$ cat src/rtl/demux8_1_reg.sv
// Registered 1-to-8 demultiplexer for 5-bit words with valid flags, an auto-increment pointer,
// a sticky overflow flag and an 8-cycle sequential clear sweep.
//
// state | meaning
// IDLE  | accepting writes; clr starts a sweep
// CLEAR | clearing Y[cnt]/valid[cnt] one index per cycle, inputs ignored
module demux8_1_reg (
  input  logic       clk,
  input  logic       rst,
  input  logic [4:0] D,
  input  logic       SEL0,
  input  logic       SEL1,
  input  logic       SEL2,
  input  logic       wr,
  input  logic       auto,
  input  logic       clr,
  output logic [4:0] Y0,
  output logic [4:0] Y1,
  output logic [4:0] Y2,
  output logic [4:0] Y3,
  output logic [4:0] Y4,
  output logic [4:0] Y5,
  output logic [4:0] Y6,
  output logic [4:0] Y7,
  output logic [7:0] valid,
  output logic       full,
  output logic       busy,
  output logic [2:0] ptr,
  output logic       ovf
);

  typedef enum logic {IDLE = 1'b0, CLEAR = 1'b1} state_t;

  state_t          state, state_nxt;
  logic [2:0]      cnt;
  logic [2:0]      addr;
  logic [7:0][4:0] y_q;
  logic            clr_start;
  logic            wr_ok;

  assign addr      = auto ? ptr : {SEL0, SEL1, SEL2};
  assign clr_start = (state == IDLE) && clr;
  // clr has priority over a simultaneous write
  assign wr_ok     = (state == IDLE) && !clr && wr;

  assign full = &valid;
  assign busy = (state == CLEAR);

  assign Y0 = y_q[0];
  assign Y1 = y_q[1];
  assign Y2 = y_q[2];
  assign Y3 = y_q[3];
  assign Y4 = y_q[4];
  assign Y5 = y_q[5];
  assign Y6 = y_q[6];
  assign Y7 = y_q[7];

  always_ff @(posedge clk or posedge rst) begin
    if (rst) state <= IDLE;
    else     state <= state_nxt;
  end

  always_comb begin
    state_nxt = state;
    case (state)
      IDLE:    if (clr) state_nxt = CLEAR;
      CLEAR:   if (cnt == 3'd7) state_nxt = IDLE;
      default: state_nxt = IDLE;
    endcase
  end

  always_ff @(posedge clk or posedge rst) begin
    if (rst) begin
      y_q   <= '0;
      valid <= '0;
      ptr   <= '0;
      ovf   <= 1'b0;
      cnt   <= '0;
    end else if (clr_start) begin
      cnt <= '0;
    end else if (state == CLEAR) begin
      y_q[cnt]   <= '0;
      valid[cnt] <= 1'b0;
      cnt        <= cnt + 3'd1;
      if (cnt == 3'd7) begin
        ptr <= '0;
        ovf <= 1'b0;
      end
    end else if (wr_ok) begin
      y_q[addr]   <= D;
      valid[addr] <= 1'b1;
      if (auto) begin
        ptr <= ptr + 3'd1;
        if (full) ovf <= 1'b1;
      end
    end
  end

endmodule

$ cat config.mk
export PLATFORM = sky130hd
export DESIGN_NAME = demux8_1_reg
export DESIGN_NICKNAME = d
export VERILOG_FILES = /design/src/rtl/demux8_1_reg.sv
export SDC_FILE = /design/constraint.sdc
export NUM_CORES = 1
export LEC_CHECK = 0
export ABC_AREA = 1
export CAP_MARGIN = 20
export CORE_MARGIN = 4
export CORE_UTILIZATION = 50
export CTS_BUF_LIST = sky130_fd_sc_hd__clkbuf_8
export DETAILED_ROUTE_END_ITERATION = 10
export PLACE_DENSITY = 0.91
export SLEW_MARGIN = 0
export SYNTH_ARGS = -nofsm -noshare
export SYNTH_HDL_FRONTEND = slang
export SYNTH_SLANG_ARGS = --single-unit
$ cat constraint.sdc
create_clock -name clk -period 2.4 [get_ports clk]
set_clock_uncertainty 0.05 [all_clocks]
set_input_delay 0.48 -clock clk [delete_from_list [all_inputs] [get_ports clk]]
set_output_delay 0.48 -clock clk [all_outputs]
set_load 0.005 [all_outputs]
; ---- Yosys cells after proc, flatten, opt, wreduce, memory -nomap -nowiden
; Cells that the tools add are included.
[word_totals]
regBits = 56
input_bits = 13
out_inout_bits = 54
elab_cells = 70
[classes]
n_addsub = 2
order_cmp = 4
eq_ne = 2
mux = 28
bitwise = 7
reduce_logical = 14
[op_table]
columns = operator, count
row1 = 2-to-1 mux 40 bit, 2
row2 = bitwise AND 40 bit, 1
row3 = bitwise mux 40 bit, 1
row4 = NOT 40 bit, 1
row5 = demux 5 bit (select 3 bit), 2
row6 = 2-to-1 mux 3 bit, 7
row7 = 2-to-1 mux 8 bit, 2
row8 = 2-to-1 mux 5 bit, 2
row9 = 2-to-1 mux 1 bit, 9
row10 = bitwise AND 8 bit, 1
row11 = "less-than comparator 3 x 4 -> 1 bit, second input constant", 2
row12 = NOT 8 bit, 1
row13 = bitwise OR 8 bit, 1
row14 = AND reduction 8 bit, 1
row15 = nonzero test 2 bit, 4
row16 = "adder 3 x 1 -> 3 bit, second input constant", 2
row17 = demux 1 bit (select 3 bit), 2
row18 = ">= comparator 3 x 1 -> 1 bit, second input constant", 2
row19 = logical AND 1 bit, 5
row20 = AND reduction 5 bit, 1
row21 = AND reduction 4 bit, 1
row22 = "equality test 3 bit, second input constant", 1
row23 = "!= test 2 x 1 -> 1 bit, second input constant", 1
row24 = NOT 1 bit, 2
row25 = 3 further kinds, 3

; ---- Longest topological paths before layout
; Gate-level depths: netlist of the first run.
[logic_depth]
ltp_word = 8
ltp_mapped = 9
ltp_nobuf = 8

; ---- Least setup slack after synthesis of the first run
; OpenSTA, ideal clock, no wires.
[synth_timing]
kind = input -> register
from = in auto
to = reg y_q, in the netlist Y7[0]
setup_time_ns = 0.118
t_arrival_ns = 1.190
required_time_ns = 2.232
path_slack_ns = 1.042
cell_stages = 8
n_path_buf = 1
cell_sequence = buf_6 inv_4 nand2_1 nand2_2 nor2_8 nand2_2 nand3_1 nand2_1
[synth_via]
elab_chain_cells = 8
elab_cells_between_ends = 9
cone_classes = order compare: 2 / mux: 6 / reduce/logical: 1
[synth_rtl]
columns = element, line
row1 = start: declaration, 15  ; input logic auto,
row2 = 2-to-1 mux 3 bit (*), 41  ; assign addr = auto ? ptr : {SEL0, SEL1, SEL2};
row3 = less-than comparator 3 x 4 -> 1 bit (implied by the code) / >= comparator 3 x 1 -> 1 bit (equally long branches), 90  ; y_q[addr] <= D;
row4 = logical AND 1 bit (implied by the code), 90
row5 = 2-to-1 mux 5 bit (implied by the code), 90
row6 = demux 5 bit (select 3 bit) (*), 90
row7 = bitwise mux 40 bit (*), 90
row8 = 2-to-1 mux 40 bit (*), 89  ; end else if (wr_ok) begin
row9 = 2-to-1 mux 40 bit (*), 81  ; end else if (state == CLEAR) begin
row10 = end signal: assignment, 74  ; y_q <= '0;
row11 = end signal: indexed assignment, 82  ; y_q[cnt] <= '0;
row12 = end signal: indexed assignment, 90
row13 = end: declaration, 37  ; logic [7:0][4:0] y_q;
; Every way passes the cells marked *; elsewhere a longest branch is shown, timed or not. The select of a mux whose other input is x is not followed.
; A chain may end at the register's enable or synchronous reset.

; ---- Worst setup path after layout of the first run
[layout_timing]
from = reg state, in the netlist busy
to = out busy
[layout_rtl]
columns = element, line
row1 = start: declaration, 34  ; state_t state, state_nxt;
row2 = start signal: assignment, 60  ; else state <= state_nxt;
row3 = end: declaration, 27  ; output logic busy,
; No word-level cell between the ends.

==> results.cfg, run 1 <==
[clock_network]
clk_latency_ps = 310
cts_hold_buf = 0
clock_sinks = 56
tritoncts = yes
root_buffer = clkbuf_8
cts_resized = 0
cts_setup_buffers = 0
path_clk_slew_ps = 90
cts_made_buffers = 5
cts.htree.levels = 2
cts_buffer_depth = 2

[run_status]
outcome = complete, no violations

[drt]
drc = 0
dr.pass1.iters = 4
via_count = 2283
finalWirelength_um = 6442
drtAntennaViolNets = 0
wl_per_cell_um = 14.61
vias_per_cell = 5.177
dr.first_iter.drc_count = 150

[synthesis]
syn_nets = 318
ys_ff_latch = 56
avgSynthCellArea_um2 = 8.626
yosys_warnings = 0
syn_inst = 302
syn-cell-area_um2 = 2605
netlist-cell-type-count = 21
seq_area_frac_synth = 0.5379

[sta]
min_period_over_period = 0.8822
max_slew_margin = 0.5855
finalMaxSlewViolations = 0
finalSetupViolations = 0
tns_ps = 0
tightest_slew_ps = 620.9
rsz0062_at_grt = false
hold_violations = 0
fin_crit_ps = 2117
fmax_ghz = 0.4723

[worst_setup_path]
crit_chain = clkdlybuf4s50_1
cp_max_fo = 15
crit_required_ps = 1870
crit_family = flip-flops
cp_data_arrival_time_ps = 1590
worst-path-buf-inv = 1
crit_type = reg -> out
critPathMaxStageDelay_ps = 680
startpoint_type = register
end_kind = output pin
crit_path_top_delay_cell = dfrtp_1

[power_and_ir_drop]
seqPwrFrac = 0.463
p_int_mw = 2.002
power.density_nw_per_um2 = 900.8
ir_drop_mv = 0.5761
p_leak_nw = 1.849
comb_power_share = 0.368
p_sw_mw = 1.090
clockPowerShare = 0.169
switching_share = 0.3525

[layout]
final_core_util = 0.6765
drive_above_1_share = 0.1078
fillerInstances = 428
nNetsFinal = 386
fin_cells = 441
area_growth_pct = 31.80
antenna_cells = 0

[global_route]
grtUsageTotal = 0.2163
grt_max_degree = 30
grt_pass1_vias = 2302
antenna_found_initial = 0
gr-total-overflow = 0
grt_first_pass_wirelength_um = 10700

[floorplan]
rows = 26
die_x_um = 80.18
core_area_um2 = 5075
num_io_pins = 67
die_h_um = 80.18
dieArea_um2 = 6429
initial_utilization = 0.5133

[place]
numPortBuffers = 66
place_congestion = 0.8491
dp.cells = 433
hpwlAfterDp_um = 4825

[run]
maxCapViolCount = 0

[hold_path]
hp-class = reg -> reg
-- cells in the mapped netlist --
| master | instances | area (um^2) |
|---|---|---|
| clkinv_2 | 2 | 10.01 |
| nor2_4 | 2 | 22.52 |
| nor2_2 | 3 | 18.77 |
| o21ai_0 | 6 | 30.03 |
| a21oi_1 | 1 | 5.000 |
| nor2_1 | 6 | 22.52 |
| dfrtp_1 | 56 | 1401 |
| nand2_1 | 118 | 442.9 |
| nand3_1 | 55 | 275.3 |
| nand4_1 | 1 | 6.260 |
| nand3b_1 | 1 | 7.510 |
| buf_6 | 1 | 11.26 |
| nand2_4 | 7 | 78.83 |
| inv_1 | 18 | 67.56 |
| nand2_2 | 8 | 50.05 |
| or2_2 | 1 | 6.260 |
| nor2_8 | 2 | 40.04 |
| inv_4 | 1 | 6.260 |
| clkinv_4 | 4 | 35.03 |
| ha_1 | 3 | 37.54 |
| buf_2 | 6 | 30.03 |
-- cells in the final DEF (no fill, tap or decap) --
master,count
a21oi_1,1
buf_12,1
buf_4,1
clkbuf_8,6
clkdlybuf4s50_1,66
clkinv_2,2
clkinv_4,4
clkinvlp_4,1
dfrtp_1,56
ha_1,3
inv_1,18
inv_2,1
inv_4,1
nand2_1,118
nand2_2,8
nand2_4,7
nand3_1,55
nand3b_1,1
nand4_1,1
nor2_1,6
nor2_2,3
nor2_4,2
nor2_8,2
o21ai_0,6
or2_2,1
-- state kept, by name, summed over array words and instances, names as in the netlist --
register and count:
valid 8, Y0 5, Y1 5, Y2 5, Y3 5, Y4 5
Y5 5, Y6 5, Y7 5, cnt 3, ptr 3, busy 1
ovf 1
-- power by group through the flow --
stage	Clock (mW)	Combinational, mW	Sequential, mW
after floorplan	0	0.543	1.40
after global placement	0	1.10	1.43
after global routing	0.580	1.26	1.46
final	0.524	1.14	1.43
after CTS	0.535	1.15	1.43
after detailed placement	0	1.14	1.44
-- layer usage --
layer / routed length, um / track usage / share of wire
met2: 3196 / 0.3684 / 0.50
met4: 106 / 0.06926 / 0.016
met3: 402 / 0.05045 / 0.062
met5: 0 / 0 / 0
met1: 2736 / 0.2710 / 0.42
-- cell families (layout without fill, tap and decap cells) --
logic type	after synthesis	count (layout)	synth area share
compound gates	7	7	0.01345
fa+ha+maj	3	3	0.01441
buf+inv	32	101	0.06148
flops	56	56	0.5379
simple gates	204	204	0.3727
-- through the flow --
step                setup WS, ps  hold slack, ps  area, um^2  total power [mW]
floorplan                  498.7           442.3        2605             1.938
global placement           355.8           433.3        3339             2.532
detailed placement         286.0           439.1        3339             2.583
CTS                        268.8           460.6        3433             3.111
global route               190.6           490.8        3433             3.306
finish                     282.8           457.7        3433             3.093
-- path summary, 6_finish.rpt --
kind | startpoint | slack (ps) | endpoint | depth (start not counted)
max in group asynchronous | rst | 1210 | Y2[1]$_DFFE_PP0P_ | 3
worst min-delay path | Y6[2]$_DFFE_PP0P_ | 460 | Y6[2]$_DFFE_PP0P_ | 2
worst max register to register | busy$_DFF_PP0_ | 760 | Y6[1]$_DFFE_PP0P_ | 7
worst min register to register | Y6[2]$_DFFE_PP0P_ | 460 | Y6[2]$_DFFE_PP0P_ | 2
min in group asynchronous | rst | 520 | Y6[4]$_DFFE_PP0P_ | 2
worst max-delay path | busy$_DFF_PP0_ | 280 | busy | 1
-- area by class of cell --
class,count,area [um^2],area share
Clock buffer,6,82.58,0.02405
Clock inverter,2,11.26,0.003280
Inverter,25,118.9,0.03462
Multi-Input combinational cell,214,1044,0.3039
Sequential cell,56,1401,0.4082
Tap cell,70,87.58,0.02551
Timing Repair Buffer,68,688.2,0.2004
Power figures use the tool's default switching activity.
==> run 2, diff against run 1 <==
==> constraint.sdc (replaced) <==
create_clock -name clk -period 2.4 [get_ports clk]
set_clock_uncertainty 0.05 [all_clocks]
set_input_delay 0.48 -clock clk [delete_from_list [all_inputs] [get_ports clk]]
set_output_delay 0.48 -clock clk [all_outputs]
set_load 0.1 [all_outputs]
==> run 2 against run 1 <==
  * Sequential power hardly changed
  * Maximum frequency is 11% higher
  * Wire length is 4.5% lower
  * Via count is 2.9% lower
  * Utilization is 2.0 points lower
  * Critical path depth is 4 higher
  * Clock-buffer cell count is 1 lower
  * Non-clock buffer count is 1 lower
  * Worst setup slack better by 210 ps
  * Die area stayed put
  * Clock power is 20% higher
  * Highest routed layer unchanged
==> results.cfg, run 2 (synthesized netlist as in run 1, its figures left out) <==
[run_status]
outcome = complete, no violations

[layout]
area_growth_pct = 27.91
fin_cells = 440
largest_reg_flops = 8
fillerInstances = 444
final_core_util = 0.6566
drive_above_1_share = 0.2568
nNetsFinal = 385
fin_area_um2 = 3332
largest_register = valid
mostFrequentLayoutCell = nand2_1
antenna_cells = 0
layout_common_cells = 118 x nand2_1, 56 x dfrtp_1, 55 x nand3_1

[hold_path]
hp-class = in -> async

[floorplan]
die_h_um = 80.18
num_io_pins = 67
core_area_um2 = 5075
dieArea_um2 = 6429
die_x_um = 80.18
rows = 26
initial_utilization = 0.5133

[sta]
fmax_ghz = 0.5246
hold_violations = 0
tightest_slew_ps = 552.9
finalSetupViolations = 0
setup_ws_ps = 493.9
min_period_over_period = 0.7942
finalMaxSlewViolations = 0
tns_ps = 0
max_slew_margin = 0.6314
hold_ws_ps = 455.4
fin_crit_ps = 1906
rsz0062_at_grt = false

[clock_network]
clock_sinks = 56
cts_hold_buf = 0
cts_buffer_depth = 2
cts_setup_buffers = 0
path_clk_slew_ps = 100
cts_resized = 0
cts_made_buffers = 5
clk_latency_ps = 310
cts.htree.levels = 2
root_buffer = clkbuf_8
tritoncts = yes

[power_and_ir_drop]
power.density_nw_per_um2 = 1422
total_power_mw = 4.737
ir_drop_mv = 0.8622
p_leak_nw = 1.962

[drt]
drtAntennaViolNets = 0
via_count = 2217
drc = 0
dr.pass1.iters = 4
vias_per_cell = 5.039
finalWirelength_um = 6155
wl_per_cell_um = 13.99
dr.first_iter.drc_count = 140

[worst_setup_path]
r2r_setup_slack_ps = 730
reg2reg_depth = 6
crit_type = reg -> out
crit_required_ps = 1870
cp_max_fo = 3
cp_data_arrival_time_ps = 1380
timing.rr.end = Y1[2]$_DFFE_PP0P_
end_kind = output pin
startpoint_type = register
r2r_start = busy$_DFF_PP0_

[global_route]
gr-total-overflow = 0
grtUsageTotal = 0.2071
grt_max_degree = 57
antenna_found_initial = 0
grt_first_pass_wirelength_um = 10520
grt_pass1_vias = 2219

[place]
numPortBuffers = 66
hpwlAfterDp_um = 4635
placedInstanceArea_um2 = 3217
dp.cells = 432
place_congestion = 0.8646
post-place-ws_ps = 289.7

[run]
maxCapViolCount = 0
-- run 2: power by group --
part | switching, mW | leakage, nW | internal [mW]
sequential | 0.240 | 0.764 | 1.19
combinational | 2.16 | 1.14 | 0.522
clock | 0.316 | 0.0548 | 0.315
-- run 2: critical path, stage by stage, from the launching register on --
cell	delay (ps)
dfrtp_1	390
nand2_1	90
inv_1	60
nand2_1	90
nor2_4	140
buf_4	300
-- run 2: worst max-delay path by stage --
stage / start / end / slack [ps] / depth (start not counted)
2_1_floorplan: valid[5]$_DFFE_PP0P_ / full / 120 / 2
3_3_place_gp: auto / Y7[4]$_DFFE_PP0P_ / 350 / 8
3_5_place_dp: auto / Y1[4]$_DFFE_PP0P_ / 290 / 8
4_1_cts: valid[6]$_DFFE_PP0P_ / full / 470 / 5
5_1_grt: valid[1]$_DFFE_PP0P_ / full / 410 / 5
6_report: valid[1]$_DFFE_PP0P_ / full / 490 / 5
-- run 2: per-layer routing --
layer,track usage,vias up,part of all wire
met5,0,-,0
met4,0.03885,0,0.0094
met3,0.04933,8,0.075
met2,0.3444,68,0.49
met1,0.2780,1052,0.43
li1,-,1089,-
-- run 2: layout make-up --
type / instances / area [um^2] / area share
flip-flops and latches: 56 / 1401 / 0.4206
multi-input cells: 214 / 1051 / 0.3154
repair buffers: 67 / 558.0 / 0.1675
inverters: 25 / 118.9 / 0.03567
well taps: 70 / 87.58 / 0.02629
clock buffers: 5 / 68.82 / 0.02065
clock inverters: 3 / 46.29 / 0.01389
